[src/rtl/ifetch_unit.sv]
// ---------------------------------------------------------------------------
// ifetch_unit
//
// Instruction fetch stage placed directly in front of the instruction cache.
// It owns the program counter and keeps a single aligned fetch outstanding
// at a time. Returned instructions are stored with their PC in a small FIFO
// that feeds decode. It also handles control-flow redirects, including a
// redirect that arrives while a cache miss is still in flight.
//
// Ports:
//   clk, reset          rising-edge clock, synchronous active-high reset
//   icache_req_valid    fetch request to the I-cache
//   icache_req_addr     word-aligned fetch address (always the current pc)
//   icache_req_ready    I-cache is idle and can start a new lookup
//   icache_resp_valid   same-cycle hit / data valid for icache_req_addr
//   icache_resp_data    instruction word returned by the I-cache
//   redirect_valid      branch/jump/trap redirect request
//   redirect_pc         redirect target (bits [1:0] are ignored)
//   if_valid            head of the fetch queue is valid
//   if_ready            decode accepts the head entry
//   if_pc, if_instr     PC and instruction word of the head entry
// ---------------------------------------------------------------------------
module ifetch_unit #(
    parameter logic [31:0] RESET_PC = 32'h0000_0000,
    parameter int          FQ_DEPTH = 4
) (
    input  logic        clk,
    input  logic        reset,
    output logic        icache_req_valid,
    output logic [31:0] icache_req_addr,
    input  logic        icache_req_ready,
    input  logic        icache_resp_valid,
    input  logic [31:0] icache_resp_data,
    input  logic        redirect_valid,
    input  logic [31:0] redirect_pc,
    output logic        if_valid,
    input  logic        if_ready,
    output logic [31:0] if_pc,
    output logic [31:0] if_instr
);

    localparam int PTR_W = $clog2(FQ_DEPTH);
    localparam int CNT_W = PTR_W + 1;
    localparam logic [CNT_W-1:0] FQ_FULL = CNT_W'(FQ_DEPTH);

    typedef enum logic [1:0] {
        ST_FETCH = 2'd0,
        ST_MISS  = 2'd1,
        ST_DRAIN = 2'd2
    } state_t;

    state_t             state_q, state_d;
    logic [31:0]        pc_q, pc_d;
    logic [31:0]        target_q, target_d;
    logic [PTR_W-1:0]   rd_ptr_q, rd_ptr_d;
    logic [PTR_W-1:0]   wr_ptr_q, wr_ptr_d;
    logic [CNT_W-1:0]   count_q, count_d;
    logic [31:0]        fq_pc_q    [FQ_DEPTH];
    logic [31:0]        fq_pc_d    [FQ_DEPTH];
    logic [31:0]        fq_instr_q [FQ_DEPTH];
    logic [31:0]        fq_instr_d [FQ_DEPTH];

    logic        completion;
    logic        miss_launch;
    logic        push;
    logic        pop;
    logic [31:0] redirect_aligned;

    assign redirect_aligned = {redirect_pc[31:2], 2'b00};

    // The address is always the pc register; in MISS and DRAIN the pc is not
    // updated until completion, which keeps the address locked for the I-cache.
    assign icache_req_addr = pc_q;

    assign completion  = icache_req_valid & icache_resp_valid;
    assign miss_launch = (state_q == ST_FETCH) & icache_req_valid &
                         icache_req_ready & ~icache_resp_valid;

    // Request generation. Only registered state is used in FETCH, so there is
    // no combinational path from if_ready to the request.
    always_comb begin
        icache_req_valid = 1'b0;
        if (!reset) begin
            case (state_q)
                ST_FETCH: icache_req_valid = (count_q < FQ_FULL);
                default:  icache_req_valid = 1'b1;
            endcase
        end
    end

    // Next-state logic for the fetch FSM, the pc and the pending redirect
    // target. A redirect always wins over a push in the same cycle.
    always_comb begin
        state_d  = state_q;
        pc_d     = pc_q;
        target_d = target_q;
        push     = 1'b0;
        case (state_q)
            ST_FETCH: begin
                if (redirect_valid) begin
                    if (miss_launch) begin
                        target_d = redirect_aligned;
                        state_d  = ST_DRAIN;
                    end else begin
                        pc_d = redirect_aligned;
                    end
                end else if (completion) begin
                    push = 1'b1;
                    pc_d = pc_q + 32'd4;
                end else if (miss_launch) begin
                    state_d = ST_MISS;
                end
            end
            ST_MISS: begin
                if (redirect_valid) begin
                    if (completion) begin
                        pc_d    = redirect_aligned;
                        state_d = ST_FETCH;
                    end else begin
                        target_d = redirect_aligned;
                        state_d  = ST_DRAIN;
                    end
                end else if (completion) begin
                    push    = 1'b1;
                    pc_d    = pc_q + 32'd4;
                    state_d = ST_FETCH;
                end
            end
            ST_DRAIN: begin
                // The stale response is always dropped. A redirect landing in
                // the same cycle as the drain completion jumps straight to the
                // newest target rather than re-issuing the stale address.
                if (redirect_valid) begin
                    target_d = redirect_aligned;
                    if (completion) begin
                        pc_d    = redirect_aligned;
                        state_d = ST_FETCH;
                    end
                end else if (completion) begin
                    pc_d    = target_q;
                    state_d = ST_FETCH;
                end
            end
            default: begin
                state_d = ST_FETCH;
            end
        endcase
    end

    // Fetch queue bookkeeping. A redirect flushes the queue and any pop in
    // that cycle is ignored.
    always_comb begin
        rd_ptr_d   = rd_ptr_q;
        wr_ptr_d   = wr_ptr_q;
        count_d    = count_q;
        fq_pc_d    = fq_pc_q;
        fq_instr_d = fq_instr_q;
        pop        = if_valid & if_ready & ~redirect_valid;
        if (redirect_valid) begin
            rd_ptr_d = '0;
            wr_ptr_d = '0;
            count_d  = '0;
        end else begin
            if (push) begin
                fq_pc_d[wr_ptr_q]    = pc_q;
                fq_instr_d[wr_ptr_q] = icache_resp_data;
                wr_ptr_d             = wr_ptr_q + PTR_W'(1);
            end
            if (pop) begin
                rd_ptr_d = rd_ptr_q + PTR_W'(1);
            end
            case ({push, pop})
                2'b10:   count_d = count_q + CNT_W'(1);
                2'b01:   count_d = count_q - CNT_W'(1);
                default: count_d = count_q;
            endcase
        end
    end

    assign if_valid = (count_q != '0);
    assign if_pc    = fq_pc_q[rd_ptr_q];
    assign if_instr = fq_instr_q[rd_ptr_q];

    always_ff @(posedge clk) begin
        if (reset) begin
            state_q  <= ST_FETCH;
            pc_q     <= RESET_PC;
            target_q <= RESET_PC;
            rd_ptr_q <= '0;
            wr_ptr_q <= '0;
            count_q  <= '0;
        end else begin
            state_q  <= state_d;
            pc_q     <= pc_d;
            target_q <= target_d;
            rd_ptr_q <= rd_ptr_d;
            wr_ptr_q <= wr_ptr_d;
            count_q  <= count_d;
        end
    end

    // Queue storage carries no reset; the count guards its validity.
    always_ff @(posedge clk) begin
        fq_pc_q    <= fq_pc_d;
        fq_instr_q <= fq_instr_d;
    end

endmodule

[config.mk]
export PLATFORM = sky130hd
export DESIGN_NAME = ifetch_unit
export DESIGN_NICKNAME = d
export VERILOG_FILES = /design/src/rtl/ifetch_unit.sv
export SDC_FILE = /design/constraint.sdc
export NUM_CORES = 1
export LEC_CHECK = 0
export BUFFER_PORTS_ARGS = -buffer_cell sky130_fd_sc_hd__buf_4
export CORE_MARGIN = 5
export CORE_UTILIZATION = 50
export DETAILED_ROUTE_END_ITERATION = 10
export PLACE_DENSITY = 0.7
export SYNTH_ARGS = -nofsm -noshare
export SYNTH_HDL_FRONTEND = slang
export SYNTH_SLANG_ARGS = --single-unit
[constraint.sdc]
create_clock -name clk -period 7.86 [get_ports clk]
set_input_delay 0.393 -clock clk [delete_from_list [all_inputs] [get_ports clk]]
set_output_delay 0.393 -clock clk [all_outputs]
set_load 0.1 [all_outputs]
==> summary.txt, run 1 <==
Status
  – Run status: completed

Clock network
  – Clk buf depth: 3
  – Root Driver: clkbuf_16
  – Setup Buffers After CTS: 0
  – Post-cts sizing count: 0
  – Num CTS Buffers: 35
  – Clock-pin slew of the registers on the worst-case setup and hold paths: about 0.060 ns
  – Worst skew pair latency: slightly above 0.5 ns
  – H-tree depth: 2
  – CTS tree: built
  – Clock Sink Count: 327
  – Hold_buf cts: 0

STA
  – Setup_tns: 0 ns
  – Skew final: 0.0218 ns
  – Tcrit/Tclk final: 0.464
  – Normalized max-slew margin: 0.276
  – Final Slew Violations: 0
  – Setup violations, final: 0
  – FMAX: 274 MHz
  – Slew @ Worst Pin: ~1.1 ns
  – Min Clock Period, post-route: 3.65 ns
  – RSZ-0062 raised after global routing: false
  – Hold Violations, Final: 0

Finish
  – Commonest non-fill, non-tap cell in the layout: edfxtp_1
  – ANT cells: 0
  – Nets@finish: 1235
  – Layout cell share with drive strength beyond 1: 0.258
  – Leading cell types in the layout, fill and taps excluded: edfxtp_1 (256), buf_4 (176), nor2_1 (78), dfxtp_1 (69), nand2_1 (65)
  – Finished Cell Area: 16800 um2
  – Area growth syn-to-layout: 18.6%

Routing
  – DR vias/cell: between 6 and 7
  – Initial DRC count: 882
  – Post-route ant nets: 0
  – # DRC: 0
  – Final WL: 33900 um
  – Vias: roughly 9400
  – Pre-antenna DRT Iters: 5
  – Drt wl/cell: between 20 and 25 um

Worst setup path
  – CP Launch Type: flop
  – Worst EP required: 8.24 ns
  – Slowest CP cell: nor3_2
  – Worst Path Arrival: 4.03 ns
  – Critical path type: reg2reg
  – Worst path max stage delay: 0.76 ns
  – Nature of the critical path endpoint: flop
  – Largest fanout on the critical path: 17
  – Cell Chain, Critical Path: inv_1, ha_1, a21o_1, inv_1, a21oi_1, nor3_2, buf_4, nor2_1, a21o_1, a221o_1

Global route
  – Vias in the first global route: between 9000 and 10000
  – Gr ovfl total: 0
  – Initial antenna violation count: 0
  – First-pass GRT wire length: 52500 um
  – Largest net degree at the start of global routing: 89
  – GR Util All Layers: 0.212

Place
  – Dpl hpwl: 21300 um
  – Placed instance area: 15700 um2
  – Port-buffer cells: 165
  – Placer Congestion: 0.883

Floorplan
  – Die Span X: 178 um
  – Core area: 27900 um2
  – Row count: 61
  – Die ar.: 31800 um2
  – Die Ht: ~180 um
  – Initial core utilization: 0.509
  – I/O Pins: 168

Yosys
  – Post-synthesis area per instance: 14.0 um2
  – Sequential cell area fraction in the yosys report: 0.643
  – Async SR Flop Fraction: 0
  – Syn_nets: approximately 1100
  – EDFF count, synth: around 260
  – Cell count after synthesis: 1012
  – Synth warn: 0
  – Mapped Area: 14200 um2
  – FF+latch count, synth: about 330
  – Synth Flop Type: edfxtp_1
  – Post-synth cell types: between 60 and 70

Run
  – Max-Cap Viols: 0

Pwr
  – PD cells: around 260 nW/um2
  – LEAKAGE: 5.94 nW
  – VDD IR-drop max: 146 uV
  – Total power: 0.00430 W

Worst hold path
  – Worst hold path type: in2reg
-- path summary, 6_finish.rpt --
path	from	end	cells past startpoint	slack (ns)
max	state_q[0]	icache_req_addr[8]	10	4.21
min	icache_resp_data[10]	fq_instr_q[74]	1	0.08
max reg2reg	state_q[0]	icache_req_addr[8]	10	4.21
min reg2reg	target_q[4]	target_q[4]	2	0.49
-- synthesized netlist by cell type, types with 10 or more instances --
cell	count	area share
nor3_1	18	0.0064
clkbuf_1	55	0.015
nand3_1	19	0.0067
a21oi_1	53	0.019
mux2i_1	39	0.028
o211ai_1	10	0.0053
o21ai_0	56	0.020
and3_1	11	0.0049
dfxtp_1	71	0.10
mux4_2	64	0.10
a31oi_1	11	0.0049
nor4_1	11	0.0049
inv_1	17	0.0045
ha_1	10	0.0088
nand2_1	65	0.017
nor2_1	78	0.021
edfxtp_1	256	0.54
buf_1	10	0.0026
-- registers in the layout, indices dropped and copies added, names as in the netlist --
signal           cells
count_q              3
fq_instr_q         128
fq_pc_q            128
icache_req_addr     32
rd_ptr_q             2
state_q              2
target_q            30
wr_ptr_q             2
-- per-stage QoR --
step	setup slack (ns)	hold WS, ns	util	instances
6_report	4.21	0.0845	0.604	1559
5_1_grt	3.95	0.0692	0.604	1559
4_1_cts	4.25	0.0590	0.604	1559
3_5_place_dp	4.17	0.478	0.564	1495
3_3_place_gp	4.18	0.472	0.564	1495
2_1_floorplan	4.10	0.458	-	1012
-- report_power, final --
group          internal, W  total, W  switching, W  leakage, nW
sequential         0.00194   0.00204     0.0000986         2.92
clock             0.000898   0.00154      0.000646        0.528
combinational     0.000196  0.000713      0.000517         2.49
-- cell families (layout without fill, tap and decap cells) --
kind of cell	after synthesis	count (layout)	synth area share
AO/OA/AOI/OAI	218	218	0.0993
XOR/XNOR	11	11	0.00680
adder cells (fa/ha/maj)	11	11	0.0102
buffers and inverters	88	257	0.0238
flip-flops	327	327	0.643
multiplexers	107	107	0.132
AND/OR/NAND/NOR	250	250	0.0847
-- per-layer routing --
layer | global-route usage | vias up | wire, um
met4 | 0.0627 | 0 | 829
li1 | - | 4260 | -
met1 | 0.303 | 4602 | 14500
met5 | 0 | - | 0
met2 | 0.334 | 441 | 15900
met3 | 0.0388 | 73 | 2730
-- critical path: cells and delay by family, from the launching register on --
kind                     cells  cell delay (ns)
AO/OA/AOI/OAI                4             1.11
AND/OR/NAND/NOR              2             0.94
buffers and inverters        3             0.81
flip-flops                   1             0.38
adder cells (fa/ha/maj)      1             0.27
-- cell type report --
cell class                 instances  area, um2
sequential                       327       9110
clock inverter                    17        126
clock buffer                      47        962
tap                              378        473
fill                            2176      11000
timing repair buffer             176       1320
multi-input combinational        597       4750
inverter                          17       63.8
Power figures use the tool's default switching activity.
==> run 2, diff against run 1 <==
Clock period 7.86 ns to 3.6 ns, I/O delays scaled along.
==> run 2 against run 1 <==
  * Global-route usage up 0.83 points
  * Worst setup slack got worse by 3.7 ns
  * Combinational power up 140%
  * Register-to-register slack lost 3.7 ns
  * Critical path type unchanged
  * Largest power group unchanged
==> summary.txt, run 2 (synthesized netlist as in run 1, its figures left out) <==
Status
  – Run status: completed (unchanged)

Routing
  – Drt wl/cell: 21.6 um (was 21.7 um)
  – # DRC: 0 (unchanged)
  – Post-route ant nets: 0 (unchanged)
  – Final WL: 35500 um (was 33900 um)
  – Pre-antenna DRT Iters: 6 (was 5)
  – Vias: 9753 (was 9376)
  – Initial DRC count: 1018 (was 882)
  – DR vias/cell: 5.94 (was 6.01)

Finish
  – Area growth syn-to-layout: 25.3% (was 18.6%)
  – Commonest non-fill, non-tap cell in the layout: edfxtp_1 (unchanged)
  – Post-layout util: 0.638 (was 0.604)
  – ANT cells: 0 (unchanged)
  – Nets@finish: 1321 (was 1235)
  – Post-Layout Cell Count: 1643 (was 1559)
  – Multi-input gate area: 4750 um2 (about the same)
  – FILL cells: 2044 (was 2176)
  – Leading cell types in the layout, fill and taps excluded: edfxtp_1 (256), buf_4 (191), nor2_1 (78), dfxtp_1 (69), nand2_1 (65) (was edfxtp_1 (256), buf_4 (176), nor2_1 (78), dfxtp_1 (69), nand2_1 (65))
  – Layout cell share with drive strength beyond 1: 0.262 (was 0.258)
  – Register Area: 9110 um2 (unchanged)

STA
  – FMAX: 329 MHz (was 274 MHz)
  – Final Worst Setup Slack: 0.556 ns (was 4.21 ns)
  – Normalized max-slew margin: 0.505 (was 0.276)
  – Skew final: 0.0204 ns (was 0.0218 ns)
  – Hold Violations, Final: 0 (unchanged)
  – RSZ-0062 raised after global routing: false (unchanged)
  – Min Clock Period, post-route: 3.04 ns (was 3.65 ns)
  – Setup_tns: 0 ns (unchanged)
  – Final Slew Violations: 0 (unchanged)
  – Tcrit/Tclk final: 0.846 (was 0.464)
  – Setup violations, final: 0 (unchanged)
  – Slew @ Worst Pin: 0.742 ns (was 1.08 ns)

Global route
  – First-pass GRT wire length: 54500 um (was 52500 um)
  – GR Util All Layers: 0.220 (was 0.212)
  – Vias in the first global route: 9594 (was 9209)
  – Gr ovfl total: 0 (unchanged)
  – Largest net degree at the start of global routing: 65 (was 89)
  – Initial antenna violation count: 0 (unchanged)

Floorplan
  – Die Ht: 178 um (unchanged)
  – Die ar.: 31800 um2 (unchanged)
  – Initial core utilization: 0.509 (unchanged)
  – I/O Pins: 168 (unchanged)
  – Row count: 61 (unchanged)
  – Die Span X: 178 um (unchanged)
  – Core area: 27900 um2 (unchanged)

Place
  – Port-buffer cells: 165 (unchanged)
  – Placer Congestion: 0.885 (was 0.883)
  – Dpl hpwl: 22700 um (was 21300 um)
  – Dpl ws: 0.640 ns (was 4.17 ns)
  – Post-Place Cells: 1519 (was 1495)

Clock network
  – Hold_buf cts: 62 (was 0)
  – Clk buf depth: 3 (unchanged)
  – Num CTS Buffers: 35 (unchanged)
  – Clock-pin slew of the registers on the worst-case setup and hold paths: 0.06 ns (about the same)
  – Post-cts sizing count: 0 (unchanged)
  – Clock Sink Count: 327 (unchanged)
  – Root Driver: clkbuf_16 (unchanged)
  – H-tree depth: 2 (unchanged)
  – CTS tree: built (unchanged)
  – Setup Buffers After CTS: 0 (unchanged)
  – Worst skew pair latency: 0.53 ns (was 0.51 ns)

Worst hold path
  – Worst hold path type: in2reg (unchanged)

Worst setup path
  – Worst Path Arrival: 3.50 ns (was 4.03 ns)
  – Slowest CP cell: or3_1 (was nor3_2)
  – Critical path type: reg2reg (unchanged)
  – Cell Chain, Critical Path: inv_1, ha_1, a21o_1, inv_1, a21oi_1, or3_1, a2111oi_0, o31ai_1, nand3_1 (was inv_1, ha_1, a21o_1, inv_1, a21oi_1, nor3_2, buf_4, nor2_1, a21o_1, a221o_1)
  – Most frequent CP cell: inv_1
  – Worst EP required: 4.06 ns (was 8.24 ns)
  – Worst path max stage delay: 0.62 ns (was 0.76 ns)
  – Largest fanout on the critical path: 13 (was 17)
  – Nature of the critical path endpoint: flop (unchanged)
  – CP Launch Type: flop (unchanged)

Pwr
  – VDD IR-drop max: 310 uV (was 146 uV)
  – Total power: 0.00960 W (was 0.00430 W)
  – LEAKAGE: 6.37 nW (was 5.94 nW)
  – PD cells: 540 nW/um2 (was 256 nW/um2)

Run
  – Max-Cap Viols: 0 (unchanged)
run 2: changes by cell type in the layout (fill, tap and decap cells not counted), sizes merged:
cell and delta:
buf +24, bufinv +1, clkinv -2, clkinvlp -1, dlygate4sd3 +62
run 2: metrics by stage:
step                      area [um2]  hold WS (ns)
after floorplan                14200         0.279
after CTS                      17800         0.131
after detailed placement       16000         0.384
after global routing           17800         0.184
final                          17800         0.163
after global placement         16000         0.382
run 2: final cells by class:
cell class	instances	share of cell area
inverter	17	0.00359
clock buffer	47	0.0541
sequential	327	0.513
timing repair buffer	262	0.126
tap	378	0.0266
multi-input combinational	597	0.267
clock inverter	15	0.00951
run 2: per-layer routing:
| metal | vias up | part of all wire | track usage |
|---|---|---|---|
| met3 | 72 | 0.090 | 0.0430 |
| met5 | - | 0 | 0 |
| met4 | 0 | 0.024 | 0.0652 |
| met2 | 469 | 0.48 | 0.361 |
| met1 | 4787 | 0.40 | 0.301 |
| li1 | 4425 | - | - |
run 2: path summary, 6_finish.rpt:
path	startpoint	to	slack [ns]	cells after the start
max reg2reg	state_q[0]	icache_req_addr[26]	0.56	9
max	state_q[0]	icache_req_addr[26]	0.56	9
min reg2reg	target_q[3]	target_q[3]	0.49	2
min	redirect_valid	icache_req_addr[26]	0.16	3
run 2: worst max-delay path: cells and delay by family (launching register included):
kind	cells	cell delay (ns)
adder cells (fa/ha/maj)	1	0.27
flip-flops	1	0.37
AND/OR/NAND/NOR	2	0.74
AO/OA/AOI/OAI	4	1.13
buffers and inverters	2	0.47
run 2: power by group:
group          total (W)  leakage (nW)  internal (W)  switching (W)
logic            0.00170          2.89      0.000503        0.00119
clock network    0.00348         0.551       0.00204        0.00144
registers        0.00442          2.92       0.00424       0.000182
==> run 3, diff against run 2 <==
Settings changed: PLACE_DENSITY 0.7 to 0.73.
Clock period 3.6 ns to 2.6 ns, I/O delays scaled along.
==> run 3 against run 2 <==
  * Non-clock buffer count increased by 29
  * Sequential power increased by 39%
  * Hold slack worse by 0.12 ns
  * Clock skew shrank 0.0019 ns
  * Maximum frequency up 21%
  * Core utilization rose by 1.7 points
  * Power grew 45%
  * Cell area up 2.7%
  * Via count up 1.4%
  * Critical path depth decreased by 1
  * Clock power increased by 53%
  * Register-to-register slack got worse by 0.47 ns
  * Largest cell class unchanged
==> summary.txt, run 3 (synthesized netlist as in run 1, its figures left out) <==
Clock network
  – Clock-pin slew of the registers on the worst-case setup and hold paths: 0.05 ns (was 0.06 ns)
  – Clock Sink Count: 327 (unchanged)
  – H-tree depth: 2 (unchanged)
  – Clk buf depth: 3 (unchanged)
  – CTS tree: built (unchanged)
  – Num CTS Buffers: 36 (was 35)
  – Worst skew pair latency: 0.51 ns (was 0.53 ns)
  – Root Driver: clkbuf_16 (unchanged)
  – Setup Buffers After CTS: 0 (unchanged)

Floorplan
  – Die Ht: 178 um (unchanged)
  – Core area: 27900 um2 (unchanged)
  – Die ar.: 31800 um2 (unchanged)
  – I/O Pins: 168 (unchanged)
  – Row count: 61 (unchanged)
  – Initial core utilization: 0.509 (unchanged)
  – Die Span X: 178 um (unchanged)

STA
  – Setup_tns: 0 ns (unchanged)
  – Min Clock Period, post-route: 2.52 ns (was 3.04 ns)
  – Final Slew Violations: 0 (unchanged)
  – Hold Violations, Final: 0 (unchanged)
  – Slew @ Worst Pin: 0.664 ns (was 0.742 ns)
  – FMAX: 397 MHz (was 329 MHz)
  – Tcrit/Tclk final: 0.968 (was 0.846)
  – Normalized max-slew margin: 0.557 (was 0.505)
  – Skew final: 0.0185 ns (was 0.0204 ns)
  – Setup violations, final: 0 (unchanged)
  – RSZ-0062 raised after global routing: false (unchanged)

Worst setup path
  – Worst EP required: 3.04 ns (was 4.06 ns)
  – Nature of the critical path endpoint: flop (unchanged)
  – CP Launch Type: flop (unchanged)
  – Worst Path Arrival: 2.96 ns (was 3.50 ns)
  – Crit path max-delay family: simple AND/OR/NAND/NOR gates (was compound AO/OA/AOI/OAI gates)
  – Worst-case reg-to-reg path depth: 8 (was 9)
  – Critical path type: reg2reg (unchanged)
  – Worst path max stage delay: 0.53 ns (was 0.62 ns)
  – CP Depth: 8 (was 9)
  – Crit path buf inv count: 1 (was 2)
  – Cell Chain, Critical Path: inv_1, ha_1, a21o_1, or3_4, or4_4, or3_1, a31oi_1, a211o_1 (was inv_1, ha_1, a21o_1, inv_1, a21oi_1, or3_1, a2111oi_0, o31ai_1, nand3_1)
  – Slowest CP cell: or4_4 (was or3_1)
  – Largest fanout on the critical path: 6 (was 13)

Pwr
  – PD cells: 761 nW/um2 (was 540 nW/um2)
  – Net Sw Frac: 0.279 (was 0.293)
  – Logic pwr share: 0.174 (was 0.177)
  – Reg power frac: 0.443 (was 0.460)
  – Switch Pwr: 0.00388 W (was 0.00282 W)
  – LEAKAGE: 6.61 nW (was 6.37 nW)
  – Power Internal: 0.0100 W (was 0.00678 W)
  – Total power: 0.0139 W (was 0.00960 W)
  – VDD IR-drop max: 577 uV (was 310 uV)
  – Clock network power share: 0.383 (was 0.363)

Status
  – Run status: completed (unchanged)

Finish
  – Leading cell types in the layout, fill and taps excluded: edfxtp_1 (256), buf_4 (217), nor2_1 (78), nand2_1 (65), mux4_2 (64) (was edfxtp_1 (256), buf_4 (191), nor2_1 (78), dfxtp_1 (69), nand2_1 (65))
  – Area growth syn-to-layout: 28.7% (was 25.3%)
  – FILL cells: 1951 (was 2044)
  – Post-layout util: 0.655 (was 0.638)
  – Nets@finish: 1351 (was 1321)
  – Commonest non-fill, non-tap cell in the layout: edfxtp_1 (unchanged)
  – Layout cell share with drive strength beyond 1: 0.303 (was 0.262)

Routing
  – # DRC: 0 (unchanged)
  – DR vias/cell: 5.90 (was 5.94)
  – Post-route ant nets: 0 (unchanged)
  – Initial DRC count: 1061 (was 1018)
  – Drt wl/cell: 21.6 um (about the same)
  – Pre-antenna DRT Iters: 5 (was 6)
  – Vias: 9891 (was 9753)
  – Final WL: 36100 um (was 35500 um)

Run
  – Max-Cap Viols: 0 (unchanged)

Worst hold path
  – Hold Path Cell Cnt: 3 (unchanged)
  – Worst hold path type: in2reg (unchanged)

Global route
  – Largest net degree at the start of global routing: 52 (was 65)
  – Initial antenna violation count: 3 (was 0)
  – First-pass GRT wire length: 56100 um (was 54500 um)
  – Vias in the first global route: 9900 (was 9594)
  – Gr ovfl total: 0 (unchanged)
  – GR Util All Layers: 0.226 (was 0.220)

Place
  – Placer Congestion: 0.900 (was 0.885)
  – Dpl hpwl: 23100 um (was 22700 um)
  – Port-buffer cells: 165 (unchanged)
run 3: cell types whose count changed in the layout (fill, tap and decap cells not counted), moves of 4 or more:
cell | before | now
dfxtp_2 | 1 | 18
and2_4 | 0 | 4
dfxtp_1 | 69 | 49
buf_4 | 191 | 217
or3_1 | 7 | 3
clkbuf_8 | 4 | 11
and2_2 | 4 | 0
run 3: stage by stage:
step	worst slack [ns]	cells	hold WS [ns]	instance area, um2
floorplan	0.0282	1012	0.229	14200
global placement	0.0914	1548	0.331	16300
detailed placement	0.0499	1548	0.336	16300
CTS	0.0331	1675	0.0170	18200
global route	0.0192	1676	0.0347	18200
finish	0.0841	1676	0.0395	18200
run 3: final timing paths:
kind / start / endpoint / slack [ns]
max reg2reg: state_q[1] / icache_req_addr[28] / 0.08
min: redirect_valid / state_q[1] / 0.04
max: state_q[1] / icache_req_addr[28] / 0.08
min reg2reg: icache_req_addr[21] / fq_pc_q[53] / 0.44
run 3: what timing repair did:
action                                 4_1_cts  5_1_grt
gates resized for setup                      0        9
hold buffers                                62        0
setup endpoints to repair                    0       10
endpoints found under the hold margin      162        0
run 3: power groups by stage:
stage / Clock (W) / Sequential (W) / Combinational (W)
CTS: 0.00543 / 0.00614 / 0.00239
global route: 0.00565 / 0.00618 / 0.00254
global placement: 0 / 0.00623 / 0.00229
detailed placement: 0 / 0.00625 / 0.00231
finish: 0.00532 / 0.00615 / 0.00242
floorplan: 0 / 0.00664 / 0.00114
run 3: layer usage:
metal / wire length (um) / share of wire / up-vias / track usage
met3: 2980 / 0.082 / 70 / 0.0424
met2: 17700 / 0.49 / 484 / 0.375
li1: - / - / 4502 / -
met5: 0 / 0 / - / 0
met1: 14800 / 0.41 / 4835 / 0.312
met4: 726 / 0.020 / 0 / 0.0585
run 3: worst register-to-register path, stage by stage (launching register included):
cell     delay (ns)
dfxtp_1        0.36
inv_1          0.07
ha_1           0.19
a21o_1         0.23
or3_4          0.42
or4_4          0.54
or3_1          0.35
a31oi_1        0.19
a211o_1        0.12
run 3: layout make-up:
type,instances,area (um2),share of cell area
antenna,1,2.50,0.000137
tap,378,473,0.0259
sequential,327,9150,0.502
clock buffer,55,1080,0.0593
clock inverter,10,190,0.0104
timing repair buffer,291,2490,0.137
multi-input combinational,597,4790,0.263
inverter,17,63.8,0.00350
